<file path="src/rtl/cmp_pkg.sv">
// Shared types for the multi-lane comparator: one-hot compare result and lock FSM states.
package cmp_pkg;

    localparam int unsigned CMP_W = 3;

    typedef enum logic [2:0] {
        CMP_LT = 3'b001,
        CMP_EQ = 3'b010,
        CMP_GT = 3'b100
    } cmp_res_t;

    typedef enum logic [1:0] {
        IDLE,
        MATCH,
        LOCK
    } lock_state_t;

    // Collapse lt/gt flags into the one-hot result; neither set means equal.
    function automatic cmp_res_t cmp_encode(input logic lt, input logic gt);
        cmp_res_t r;
        if (lt)      r = CMP_LT;
        else if (gt) r = CMP_GT;
        else         r = CMP_EQ;
        return r;
    endfunction

endpackage

</file>
<file path="src/rtl/cmp_pipe_lock_if.sv">
// Operand/result valid-ready bus of cmp_pipe_lock; slave is the comparator side.
interface cmp_pipe_lock_if #(
    parameter int unsigned WIDTH = 8,
    parameter int unsigned LANES = 2
);
    import cmp_pkg::*;

    localparam int unsigned DW    = LANES * WIDTH;
    localparam int unsigned RES_W = LANES * CMP_W;

    logic             in_valid;
    logic             in_ready;
    logic [DW-1:0]    a;
    logic [DW-1:0]    b;
    logic             signed_mode;
    logic             out_valid;
    logic             out_ready;
    logic [RES_W-1:0] res;

    modport master (
        output in_valid, a, b, signed_mode, out_ready,
        input  in_ready, out_valid, res
    );

    modport slave (
        input  in_valid, a, b, signed_mode, out_ready,
        output in_ready, out_valid, res
    );

endinterface

</file>
<file path="src/rtl/cmp_lane.sv">
// Single-lane combinational magnitude compare; signed path exists only with CMP_SIGNED_EN.
module cmp_lane
    import cmp_pkg::*;
#(
    parameter int unsigned WIDTH = 8
) (
`ifdef CMP_SIGNED_EN
    input  logic             signed_mode,
`endif
    input  logic [WIDTH-1:0] a,
    input  logic [WIDTH-1:0] b,
    output cmp_res_t         res
);

    logic lt;
    logic gt;

    always_comb begin
        lt = a < b;
        gt = a > b;
`ifdef CMP_SIGNED_EN
        if (signed_mode) begin
            lt = $signed(a) < $signed(b);
            gt = $signed(a) > $signed(b);
        end
`endif
        res = cmp_encode(lt, gt);
    end

endmodule

</file>
<file path="src/rtl/cmp_pipe_lock.sv">
// Multi-lane comparator with 2-stage valid/ready pipe, sticky GT/LT flags and all-equal lock FSM.
// Define CMP_SIGNED_EN to honour the per-beat signed_mode input.
module cmp_pipe_lock
    import cmp_pkg::*;
#(
    parameter int unsigned WIDTH  = 8,
    parameter int unsigned LANES  = 2,
    parameter int unsigned LOCK_N = 3,
    parameter int unsigned CNT_W  = 4
) (
    input  logic             CLK,
    input  logic             nRST,
    cmp_pipe_lock_if.slave   bus,
    input  logic             clr_sticky,
    output logic             sticky_gt,
    output logic             sticky_lt,
    output logic [CNT_W-1:0] eq_run,
    output logic             lock
);

    localparam int unsigned DW    = LANES * WIDTH;
    localparam int unsigned RES_W = LANES * CMP_W;
    localparam int unsigned RUN_W = CNT_W + 1;
    localparam logic [CNT_W-1:0] RUN_MAX = '1;

    logic             s1_valid;
    logic [DW-1:0]    s1_a;
    logic [DW-1:0]    s1_b;
`ifdef CMP_SIGNED_EN
    logic             s1_signed;
`endif
    logic             s2_valid;
    logic [RES_W-1:0] res_q;
    logic [RES_W-1:0] res_d;
    cmp_res_t         lane_res [LANES];

    logic s2_can_load_c;
    logic in_ready_c;
    logic hs_c;
    logic all_eq_c;
    logic any_gt_c;
    logic any_lt_c;
    logic [RUN_W-1:0] run_next_c;

    lock_state_t state_q;
    lock_state_t state_d;

    assign s2_can_load_c = !s2_valid || bus.out_ready;
    assign in_ready_c    = !nRST && (!s1_valid || s2_can_load_c);
    assign hs_c          = s2_valid && bus.out_ready;

    assign bus.in_ready  = in_ready_c;
    assign bus.out_valid = s2_valid;
    assign bus.res       = res_q;

    for (genvar i = 0; i < LANES; i++) begin : g_lane
        cmp_lane #(.WIDTH(WIDTH)) u_lane (
`ifdef CMP_SIGNED_EN
            .signed_mode (s1_signed),
`endif
            .a           (s1_a[i*WIDTH +: WIDTH]),
            .b           (s1_b[i*WIDTH +: WIDTH]),
            .res         (lane_res[i])
        );
    end

    always_comb begin
        res_d = '0;
        for (int unsigned i = 0; i < LANES; i++) begin
            res_d[i*CMP_W +: CMP_W] = lane_res[i];
        end
    end

    // S1 holds operands while S2 is stalled; S2 holds the result until the consumer takes it.
    always_ff @(posedge CLK) begin
        if (nRST) begin
            s1_valid  <= 1'b0;
            s1_a      <= '0;
            s1_b      <= '0;
`ifdef CMP_SIGNED_EN
            s1_signed <= 1'b0;
`endif
            s2_valid  <= 1'b0;
            res_q     <= '0;
        end else begin
            if (in_ready_c) begin
                s1_valid <= bus.in_valid;
                if (bus.in_valid) begin
                    s1_a      <= bus.a;
                    s1_b      <= bus.b;
`ifdef CMP_SIGNED_EN
                    s1_signed <= bus.signed_mode;
`endif
                end
            end
            if (s2_can_load_c) begin
                s2_valid <= s1_valid;
                if (s1_valid) res_q <= res_d;
            end
        end
    end

    always_comb begin
        all_eq_c = 1'b1;
        any_gt_c = 1'b0;
        any_lt_c = 1'b0;
        for (int unsigned i = 0; i < LANES; i++) begin
            all_eq_c = all_eq_c & res_q[i*CMP_W + 1];
            any_gt_c = any_gt_c | res_q[i*CMP_W + 2];
            any_lt_c = any_lt_c | res_q[i*CMP_W];
        end
    end

    // A set on the handshake outranks a coincident clear.
    always_ff @(posedge CLK) begin
        if (nRST) begin
            sticky_gt <= 1'b0;
            sticky_lt <= 1'b0;
            eq_run    <= '0;
        end else begin
            if (hs_c && any_gt_c) sticky_gt <= 1'b1;
            else if (clr_sticky)  sticky_gt <= 1'b0;
            if (hs_c && any_lt_c) sticky_lt <= 1'b1;
            else if (clr_sticky)  sticky_lt <= 1'b0;
            if (hs_c) begin
                if (!all_eq_c)             eq_run <= '0;
                else if (eq_run != RUN_MAX) eq_run <= eq_run + CNT_W'(1);
            end
        end
    end

    always_ff @(posedge CLK) begin
        if (nRST) begin
            state_q <= IDLE;
            lock    <= 1'b0;
        end else begin
            state_q <= state_d;
            lock    <= (state_d == LOCK);
        end
    end

    always_comb begin
        state_d    = state_q;
        run_next_c = RUN_W'(eq_run) + RUN_W'(1);
        if (hs_c) begin
            case (state_q)
                IDLE:    if (all_eq_c) state_d = (LOCK_N == 1) ? LOCK : MATCH;
                MATCH: begin
                    if (!all_eq_c)                        state_d = IDLE;
                    else if (run_next_c == RUN_W'(LOCK_N)) state_d = LOCK;
                end
                LOCK:    if (!all_eq_c) state_d = IDLE;
                default: state_d = IDLE;
            endcase
        end
    end

endmodule

</file>
<file path="src/flat_wrapper.sv">
// flat-port wrapper written by rule: the top's interface ports become plain ports
module cmp_pipe_lock_flat import cmp_pkg::*;
#(
    parameter int unsigned WIDTH  = 8,
    parameter int unsigned LANES  = 2,
    parameter int unsigned LOCK_N = 3,
    parameter int unsigned CNT_W  = 4
)
  (CLK, nRST, clr_sticky, sticky_gt, sticky_lt, eq_run, lock, bus_in_valid, bus_a, bus_b, bus_signed_mode, bus_out_ready, bus_in_ready, bus_out_valid, bus_res);
  cmp_pipe_lock_if #(.WIDTH(WIDTH), .LANES(LANES)) bus_i ();
  input  logic CLK;
  input  logic nRST;
  input  logic clr_sticky;
  output logic sticky_gt;
  output logic sticky_lt;
  output logic [CNT_W-1:0] eq_run;
  output logic lock;
  input wire logic [$bits(bus_i.in_valid)-1:0] bus_in_valid;
  input wire logic [$bits(bus_i.a)-1:0] bus_a;
  input wire logic [$bits(bus_i.b)-1:0] bus_b;
  input wire logic [$bits(bus_i.signed_mode)-1:0] bus_signed_mode;
  input wire logic [$bits(bus_i.out_ready)-1:0] bus_out_ready;
  output wire logic [$bits(bus_i.in_ready)-1:0] bus_in_ready;
  output wire logic [$bits(bus_i.out_valid)-1:0] bus_out_valid;
  output wire logic [$bits(bus_i.res)-1:0] bus_res;
  assign bus_i.in_valid = bus_in_valid;
  assign bus_i.a = bus_a;
  assign bus_i.b = bus_b;
  assign bus_i.signed_mode = bus_signed_mode;
  assign bus_i.out_ready = bus_out_ready;
  assign bus_in_ready = bus_i.in_ready;
  assign bus_out_valid = bus_i.out_valid;
  assign bus_res = bus_i.res;
  cmp_pipe_lock #(.WIDTH(WIDTH), .LANES(LANES), .LOCK_N(LOCK_N), .CNT_W(CNT_W)) u_core (.CLK(CLK), .nRST(nRST), .bus(bus_i), .clr_sticky(clr_sticky), .sticky_gt(sticky_gt), .sticky_lt(sticky_lt), .eq_run(eq_run), .lock(lock));
endmodule
</file>
<file path="config.mk">
export PLATFORM = sky130hd
export DESIGN_NAME = cmp_pipe_lock_flat
export DESIGN_NICKNAME = d
export VERILOG_FILES = /design/src/rtl/cmp_pkg.sv /design/src/rtl/cmp_pipe_lock_if.sv /design/src/rtl/cmp_lane.sv /design/src/rtl/cmp_pipe_lock.sv /design/src/flat_wrapper.sv
export SDC_FILE = /design/constraint.sdc
export NUM_CORES = 1
export LEC_CHECK = 0
export BUFFER_PORTS_ARGS = -buffer_cell sky130_fd_sc_hd__buf_2
export CAP_MARGIN = 20
export CELL_PAD_IN_SITES_DETAIL_PLACEMENT = 1
export CELL_PAD_IN_SITES_GLOBAL_PLACEMENT = 1
export CORE_MARGIN = 4
export CORE_UTILIZATION = 44
export CTS_BUF_LIST = sky130_fd_sc_hd__clkbuf_8
export CTS_CLUSTER_DIAMETER = 150
export DETAILED_ROUTE_END_ITERATION = 7
export GPL_ROUTABILITY_DRIVEN = 0
export GPL_TIMING_DRIVEN = 0
export PLACE_DENSITY_LB_ADDON = 0.05
export SETUP_SLACK_MARGIN = 0.3
export SYNTH_ARGS = -nofsm -noshare
export SYNTH_HDL_FRONTEND = slang
export SYNTH_SLANG_ARGS = --single-unit
</file>
<file path="constraint.sdc">
create_clock -name CLK -period 3 [get_ports CLK]
set_clock_uncertainty 0.1 [all_clocks]
set_input_delay 0.9 -clock CLK [delete_from_list [all_inputs] [get_ports CLK]]
set_output_delay 0.9 -clock CLK [all_outputs]
set_load 0.01 [all_outputs]
</file>
==> impl_metrics.csv <==
group,metric,value,unit
critical_path,critical_path.startpoint_type,"input port",
clock_tree,cts_root_buffer,"clkbuf_8",
layout,drive_above_1_share,21.0,%
grt,grt_pass1_vias,2010,
critical_path,critPathRequiredTime,2.00,ns
yosys,synth_area,2240,µm²
worst_hold_path,hold_path.class,"register to register",
yosys,ys_seq_area_share,43.9,%
critical_path,crit_arrival,1.53,ns
clock_tree,cts_resized,0,
timing,grt_setup_unrepaired,"false",
power_and_ir_drop,cellPowerDensity,487,nW/µm²
clock_tree,cts_tree,"yes",
die,fp.dieW,79.3,µm
clock_tree,htree_levels,2,
grt,grt_max_degree,16,
critical_path,endpoint_kind,"output pin",
clock_tree,clk_latency,0.30,ns
critical_path,worstReg2RegEnd,"u_core.state_q[1]$_SDFF_PP0_",
yosys,yosys.area_share.simple,24.7,%
layout,layout_common_cells,"nand2_1 (63), buf_2 (53), dfxtp_1 (49), inv_1 (19), ha_1 (18)",
layout,syn2layout_area_growth,19.0,%
critical_path,r2r_cells,6,
placed_design,hpwl,4190,µm
critical_path,crit_start,"bus_out_ready",
drt,vias,1992,
die,start_util,46.4,%
die,die_area,6290,µm²
critical_path,r2r_slack,1.08,ns
clock_tree,cts_made_buffers,5,
critical_path,r2r-start,"u_core.eq_run[0]$_SDFFE_PP0P_",
drt,wl_per_cell,13.9,µm
layout,final_common_cell,"nand2_1",
clock_tree,ctsLongestPathBuffers,2,
yosys,synth_top_family_by_area,"simple AND/OR/NAND/NOR gates",
yosys,synth_compound_area_share,14.7,%
critical_path,endpoint,"bus_in_ready",
timing,post-route-period-util,84.2,%
yosys,syn_inst,265,
timing,tightest_slew,0.601,ns
die,fp.coreArea,4820,µm²
layout,post-route-util,55.2,%
grt,antenna_found_initial,0,
yosys,synth_cell_types,32,
drt,ant_nets,0,
timing,relSlewSlack,59.9,%
timing,fin_crit,2.53,ns
power_and_ir_drop,ir_drop,0.246,mV
yosys,synth_area_per_cell,8.44,µm²
critical_path,worstSetupPathType,"input port to output pin",
grt,overflow,0,
grt,grt_pass1_wl,9270,µm
clock_tree,cts_num_sinks,49,
layout,antenna_cells,0,
clock_tree,clkTransAtPathRegs,0.09,ns
status,run_status,"completed",
placed_design,numPortBuffers,51,
grt,grt_use_total,18.3,%
layout,nets,379,
yosys,yosys.area_share.adder,10.1,%
timing,slew_viol_final,0,
drt,drt-initial-drc-count,54,
drt,vias_per_cell,5.09,
yosys,yosys_register_bits,49,
die,fp-row-count,25,
clock_tree,postCtsSetupBuffers,0,
drt,wirelength,5420,µm
timing,fmax,0.396,GHz
timing,fin_setup_tns,0,ns
flow_run,cap_violations,0,
yosys,syn_nets,321,
power_and_ir_drop,p_leak,1.21,nW
yosys,synthMuxAreaShare,0,%
drt,first_pass_iters,4,
die,ios,53,
clock_tree,ctsHoldBuffers,0,
die,die_height,79.3,µm
drt,drc_errors,0,
yosys,synth_xor_area_share,1.12,%
yosys,yosysWarnings,0,
timing,finalSetupViolations,0,
critical_path,worstPathMaxFanout,4,
timing,final-hold-violation-count,0,
stage by stage:
step                power [mW]  instances  area [µm²]  worst slack (ns)  hold slack [ns]
floorplan                0.848        265        2240             0.762            0.345
global placement         0.917        383        2570             0.488            0.353
detailed placement       0.925        383        2570             0.496            0.354
CTS                       1.31        391        2660             0.484            0.369
global route              1.37        391        2660             0.430            0.405
finish                    1.30        391        2660             0.474            0.369
final cells by class:
cell class	count	area, µm²
inverter	19	71.3
clock inverter	3	17.5
timing repair buffer	51	255
clock buffer	5	68.8
sequential	49	981
tap	67	83.8
buffer	12	51.3
fill	634	2160
multi-input combinational	185	1130
logic make-up after synthesis:
family	Yosys count
AO/OA/AOI/OAI	50
buffers and inverters	31
XOR/XNOR	2
flip-flops	49
AND/OR/NAND/NOR	115
adder cells (fa/ha/maj)	18
metal layers:
layer / GRT usage [%] / routed length [µm] / up-vias
met5: 0 / 0 / -
met4: 3.61 / 46 / 0
met3: 4.20 / 284 / 8
met2: 30.7 / 2520 / 45
met1: 24.1 / 2570 / 920
li1: - / - / 1019
flip-flops by register name, summed over array words and instances, names as in the netlist:
name,count
u_core.sticky_gt,1
u_core.s1_a,16
u_core.bus.res,6
u_core.eq_run,4
u_core.state_q,2
u_core.lock,1
u_core.s1_b,16
u_core.bus.out_valid,1
u_core.sticky_lt,1
u_core.s1_valid,1
cells in the mapped netlist:
master    number  area (µm²)
inv_1         19        71.3
nand2b_1       3        18.8
nor2b_1        3        18.8
buf_1          1        3.75
a31oi_1        1        6.26
nor3_1         2        10.0
buf_4          1        7.51
a21oi_2        2        17.5
a2111o_1       1        11.3
nand3b_1      17         128
o211ai_1       2        15.0
or4_4          1        11.3
o21ai_0        6        30.0
xnor2_1        1        8.76
a21oi_1       17        85.1
a22o_1         2        17.5
and3_1         1        6.26
nand2_1       63         236
a32o_1         1        10.0
o31ai_1       17         128
nor2_1        15        56.3
and2_1         2        12.5
o41ai_1        1        8.76
nand4_1        3        18.8
buf_2          2        10.0
xnor2_2        1        16.3
ha_1          18         225
nand3_2        2        20.0
dfxtp_1       49         981
nand3_1        2        10.0
nor4_1         1        6.26
clkbuf_1       8        30.0
worst min path at each step:
| stage | start | end | slack, ns | cells past startpoint |
|---|---|---|---|---|
| CTS | u_core.sticky_gt$_SDFFE_PP0P_ | u_core.sticky_gt$_SDFFE_PP0P_ | 0.37 | 2 |
| finish | u_core.sticky_gt$_SDFFE_PP0P_ | u_core.sticky_gt$_SDFFE_PP0P_ | 0.37 | 2 |
| global route | u_core.s1_a[8]$_SDFFE_PP0P_ | u_core.s1_a[8]$_SDFFE_PP0P_ | 0.40 | 2 |
| global placement | u_core.sticky_gt$_SDFFE_PP0P_ | u_core.sticky_gt$_SDFFE_PP0P_ | 0.35 | 2 |
| floorplan | u_core.state_q[0]$_SDFF_PP0_ | u_core.state_q[0]$_SDFF_PP0_ | 0.35 | 2 |
| detailed placement | u_core.sticky_gt$_SDFFE_PP0P_ | u_core.sticky_gt$_SDFFE_PP0P_ | 0.35 | 2 |
where the power goes:
group | internal [mW] | leakage [nW] | total [mW] | switching (mW)
Clock | 0.161 | 0.0439 | 0.387 | 0.225
Combinational | 0.0852 | 0.766 | 0.201 | 0.116
Sequential | 0.689 | 0.403 | 0.708 | 0.0196
Total | 0.936 | 1.21 | 1.30 | 0.361
critical path, stage by stage:
cell,delay (ns)
buf_2,0.11
nor2b_1,0.22
a21oi_1,0.14
buf_2,0.16
Power figures use the tool's default switching activity.
